$ cat src/rtl/count_control.sv
// count_control: sequences PASSES sweeps of a 2-bit counter through an external incrementer
//
// Ports:
//   CLK          system clock, all state changes on its rising edge
//   RST          synchronous active-high reset
//   START        begin a run (sampled in IDLE only)
//   ABORT        cancel a run (sampled in every state, wins over START)
//   INC_OUT      COUNT+1 mod 4 returned by the incrementer
//   NOT_EQUAL_3  incrementer terminal flag, 0 once COUNT has reached 3
//   COUNT        count register, drives the incrementer input
//   PASS_CNT     0-based index of the current sweep
//   BUSY         high in LOAD or RUN
//   DONE         one-cycle completion pulse in FIN
//   ERR          sticky datapath-consistency error
//
// Build option: define COUNT_CONTROL_CHECK_EN to enable the consistency checker
// driving ERR; otherwise ERR is tied low and no checker logic exists.
module count_control #(
    parameter int unsigned PASSES = 1
) (
    input  logic       CLK,
    input  logic       RST,
    input  logic       START,
    input  logic       ABORT,
    input  logic [1:0] INC_OUT,
    input  logic       NOT_EQUAL_3,
    output logic [1:0] COUNT,
    output logic [3:0] PASS_CNT,
    output logic       BUSY,
    output logic       DONE,
    output logic       ERR
);
    typedef enum logic [1:0] {IDLE, LOAD, RUN, FIN} state_t;
    localparam logic [3:0] LAST = 4'(PASSES - 1);
    state_t state;
    always_ff @(posedge CLK) begin
        if (RST || ABORT) begin
            state    <= IDLE;
            COUNT    <= 2'd0;
            PASS_CNT <= 4'd0;
        end else begin
            case (state)
                IDLE: begin
                    COUNT    <= 2'd0;
                    PASS_CNT <= 4'd0;
                    if (START) state <= LOAD;
                end
                // LOAD gives the incrementer one cycle to see COUNT=0
                LOAD: begin
                    COUNT <= 2'd0;
                    state <= RUN;
                end
                RUN: begin
                    if (NOT_EQUAL_3) begin
                        COUNT <= INC_OUT;
                    end else if (PASS_CNT < LAST) begin
                        PASS_CNT <= PASS_CNT + 4'd1;
                        COUNT    <= 2'd0;
                        state    <= LOAD;
                    end else begin
                        state <= FIN;
                    end
                end
                FIN: begin
                    COUNT    <= 2'd0;
                    PASS_CNT <= 4'd0;
                    state    <= IDLE;
                end
            endcase
        end
    end
    // Status decoded purely from the state register, so no input reaches them
    assign BUSY = (state == LOAD) || (state == RUN);
    assign DONE = (state == FIN);
`ifdef COUNT_CONTROL_CHECK_EN
    logic err_q;
    always_ff @(posedge CLK) begin
        if (RST)
            err_q <= 1'b0;
        else if (state == RUN && ((INC_OUT != COUNT + 2'd1) || (!NOT_EQUAL_3 && COUNT != 2'd3)))
            err_q <= 1'b1;
    end
    assign ERR = err_q;
`else
    assign ERR = 1'b0;
`endif
endmodule

$ cat config.mk
export PLATFORM = sky130hd
export DESIGN_NAME = count_control
export DESIGN_NICKNAME = d
export VERILOG_FILES = /design/src/rtl/count_control.sv
export SDC_FILE = /design/constraint.sdc
export NUM_CORES = 1
export LEC_CHECK = 0
export ABC_AREA = 1
export CAP_MARGIN = 20
export CORE_AREA = 2 2 39 41
export DETAILED_ROUTE_END_ITERATION = 16
export DIE_AREA = 0 0 41 43
export PLACE_DENSITY = 0.51
export SYNTH_ARGS = -nofsm -noshare
export SYNTH_HDL_FRONTEND = slang
export SYNTH_SLANG_ARGS = --single-unit
$ cat constraint.sdc
create_clock -name CLK -period 1.1 [get_ports CLK]
set_clock_uncertainty 0.15 [all_clocks]
set_input_delay 0.33 -clock CLK [delete_from_list [all_inputs] [get_ports CLK]]
set_output_delay 0.33 -clock CLK [all_outputs]
set_load 0.02 [all_outputs]
[Yosys cells after proc, flatten, opt, wreduce, memory -nomap -nowiden]
Cells that the tools add are included.
Widths: inputs -> output; s select.
Storage, ports and cells
  input port bits: 7
  word-level logic and storage cells: 30
  register bits: 8
  output and inout bits: 9
Operators by class
  add/sub/neg operators: 1
  mux-type cells: 10
  reductions and logical operators: 8
  order comparisons: 1
  equal/unequal tests: 7
Operator list (count)
  $mux 2: 5
  $mux 4: 2
  $pmux 2 s4: 1
  $pmux 4 s2: 1
  $ne 2x2->1 const B: 3
  $add 4x1->4 const B: 1
  $eq 2x2->1 const B: 2
  $lt 4x1->1 const B: 1
  $pmux 2 s2: 1
  $ne 3x3->1 const B: 1
  $reduce_and 3->1: 1
  $reduce_or 3->1: 1
  $eq 2x1->1 const B: 1
  $logic_not 2->1: 1
  $logic_or 1x1->1: 2
  $reduce_and 2->1: 1
  $reduce_bool 2->1: 1
  $reduce_or 2->1: 1

[Logic depth before layout (Yosys ltp)]
  depth after elaboration: 4
  depth in mapped cells: 6
  mapped depth without buffers: 6

[Worst setup path after synthesis]
No wires, ideal clock.
  path type: register to register
  from: register state[1]
  to: register state[1]
  library setup time: 115 ps
  data arrival time: 985 ps
  path buffers: 0
  cell stages (with the launch flop): 7
  data required time: 835 ps
  path slack: -150 ps
  cells stage by stage: dfxtp_1 > inv_1 > ha_1 > inv_1 > nand3_2 > nand2_1 > nor2_1
On the way
  longest elaborated chain between the ends: 3
  elaborated cells on any way between the ends: 8
  those cells by class: eq/ne: 5; mux: 1; reduce/logical: 2
RTL lines
  start, declared: RTL line 35  | state_t state;
  start signal, assigned: RTL line 38  | state <= IDLE;
  start signal, assigned: RTL line 46  | if (START) state <= LOAD;
  start signal, assigned: RTL line 51  | state <= RUN;
  $eq 2x2->1 / $logic_not 2->1 (equally long branches): RTL line 42  | case (state)
  $ne 2x2->1 (no source line)
  $reduce_and 2->1 (no source line)
Parallel ways exist; a longest one is shown, timed or not.
A chain may end at the register's enable or synchronous reset.

[Worst setup path after layout]
  from: register state[0]
  to: output port BUSY
On the way
  longest elaborated chain between the ends: 2
  elaborated cells on any way between the ends: 3
  those cells by class: eq/ne: 2; reduce/logical: 1
RTL lines
  $eq 2x1->1 / $eq 2x2->1 (equally long branches): RTL line 73  | assign BUSY = (state == LOAD) || (state == RUN);
  $logic_or 1x1->1 (*): RTL line 73
  end, declared: RTL line 29  | output logic BUSY,
Every way passes the cells marked *; elsewhere a longest branch is shown, timed or not.

==> results.toml <==
[sta]
fmax_ghz = 0.689
rsz0062_at_grt = "true"
hold_violations = 0
whs_ns = 0.440
min_period_over_period_pct = 132
setup_tns_ns = -1.26
setup_violations = 8
drv_slew = 0
period_minus_slack_ns = 1.45
layout_setup_ws_ns = -0.351

[critical_path]
cp_num_buf_inv = 2
worst_setup_path_end_kind = "output port"
path_max_fanout = 2
crit_chain = "inv_2 > ha_4 > buf_6"
worstPathRequired_ns = 0.62
crit_family = "flip-flops"
critPathLaunchType = "flip-flop"
path_class = "reg -> out"
max_stage_delay_ns = 0.32
crit_slowest_cell = "dfxtp_2"
cp_data_arrival_time_ns = 0.97

[power_and_ir_drop]
intPower_uw = 351
power.total_uw = 495
ir_drop_mv = 0.473
power_frac_comb_pct = 31.8
swShare_pct = 29.2
seqPwrFrac_pct = 31.4
p_clk_share_pct = 36.7
p_sw_uw = 144
power.density_nw_per_um2 = 938
p_leak_uw = 0.000235

[placement]
io_buffer_count = 10
dpl.cell_count = 66
gp_congestion = 0.762
dp_hpwl_um = 456

[route]
vias = 270
avgRoutedWirePerCell_um = 8.56
drt_iter0_drc = 3
first_pass_iters = 4
wl_um = 608
via_per_inst = 3.80
ant_nets = 0
drc = 0

[synth]
muxShareOfSynthArea_pct = 0
yosys_warnings = 0
synth_compound_area_share_pct = 9.30
synth_area_sq_um = 269
synth_xor_xnor_area_share_pct = 0
synth_area_leaders = "dfxtp_1 (30%), buf_4 (14%), ha_1 (14%)"
synthCells = 35
syn_area_per_cell_sq_um = 7.69
ys_seq_area_share_pct = 29.8
synth_top_family_by_area = "simple AND/OR/NAND/NOR gates"
synth-seq-cells = 4
synth.distinct_cells = 13
synth_fa_ha_area_share_pct = 14.0
yosysTopAreaCell = "dfxtp_1"
yosysTopAreaCellShare_pct = 29.8
synth-simple-area-share_pct = 23.3

[floorplan]
core-area_sq_um = 1380
fp.dieArea_sq_um = 1760
die_h_um = 43
start_util_pct = 19.4
io_pins = 16
die_x_um = 41
rows = 14

[final_layout]
layout.cells.non_filler = 71
diodes = 0
fin_nets = 67
drive_gt1_share_pct = 60.0
area.growth.synth_to_final_pct = 96.3

[cts]
cts_tree = "yes"
cts_buffer_depth = 2
holdBufCountCts = 0
cts-root-buf = "clkbuf_4"
insertion_delay_ns = 0.23
cts_sinks = 4
cts-buffers-inserted = 3
clk_pin_slew_ns = 0.04
cts_htree_levels = 1

[hold_path]
min_path_type = "reg -> reg"

[global_route]
grt_pass1_wl_um = 862
track_usage_pct = 7.83
grt_antenna_before_repair = 0
overflow = 0
grt_pass1_vias = 226
grt_max_degree = 6

[flow_run]
drv_cap = 0

[outcome]
status = "finished with violations"
violations = "negative setup slack"
==> worst register-to-register path: stages, from the launching register on <==
cell     delay [ns]
dfxtp_2        0.31
buf_4          0.14
buf_6          0.12
ha_4           0.18
buf_4          0.14
nand3_1        0.06
a21oi_1        0.07
==> cells in the mapped netlist <==
cell and n:
nand3_2 1, nor2_1 1, ha_1 3, a21oi_1 4, nor2_4 1, nand2_2 1
nand3_1 4, nand2_1 3, dfxtp_1 4, conb_1 1, inv_1 6, buf_4 5
o21ai_0 1
==> cell usage in the layout (no fill, tap or decap) <==
cell type,n
dfxtp_2,4
buf_4,7
inv_1,4
nand2_1,2
clkbuf_4,3
a21oi_1,1
nor2_1,1
conb_1,5
nand3_2,2
buf_6,5
nand2_4,1
nand3_1,3
nor2_4,1
a21oi_2,3
clkdlybuf4s50_1,6
o21ai_2,1
ha_4,3
inv_2,2
nand2_2,1
==> per-layer routing <==
metal,vias to the layer above,routed length [um],global-route usage (%)
met3,0,45,4.71
met2,9,330,10.0
met5,-,0,0
li1,141,-,-
met1,120,232,9.00
met4,0,0,6.00
==> stage by stage <==
step	utilization, %	cell area [sq um]	setup slack [ns]
finish	38.2	528	-0.351
CTS	35.4	490	-0.365
detailed placement	31.0	429	-0.596
floorplan	-	302	-0.0423
global route	38.2	528	-0.388
global placement	31.0	429	-0.580
==> power groups by stage <==
stage,registers [uW],clock network [uW],logic (uW)
after detailed placement,158,0,132
after floorplan,159,0,86.3
final,156,182,158
after global routing,156,202,171
after global placement,158,0,130
after CTS,156,190,147
==> cell type report <==
cell class | instances | area (sq um)
fillers | 144 | 856
multi-input cells | 24 | 209
repair buffers | 18 | 169
flip-flops and latches | 4 | 85.1
clock buffers | 3 | 22.5
inverters | 6 | 22.5
well taps | 16 | 20.0
==> cell families after synthesis <==
kind of cell	Yosys count
buf+inv	11
simple gates	11
compound gates	5
flops	4
fa+ha+maj	3
other cells	1
==> registers in the layout, summed over array words and instances, names as in the netlist <==
name and flops:
state 2, COUNT 2
==> path summary, 6_finish.rpt <==
kind	from	end	slack, ns	cells after the start
max	state[0]	BUSY	-0.35	3
min	COUNT[1]	COUNT[1]	0.44	3
max reg2reg	state[1]	COUNT[0]	-0.17	6
min reg2reg	COUNT[1]	COUNT[1]	0.44	3
==> timing repair <==
| action | 4_1_cts | 5_1_grt |
|---|---|---|
| setup endpoints to repair | 8 | 8 |
| gates resized for setup | 32 | 6 |
| pin swaps | 2 | 2 |
| gates cloned | 0 | 0 |
| setup buffers | 1 | 2 |
No activity file was read; power rests on OpenSTA's default activity.
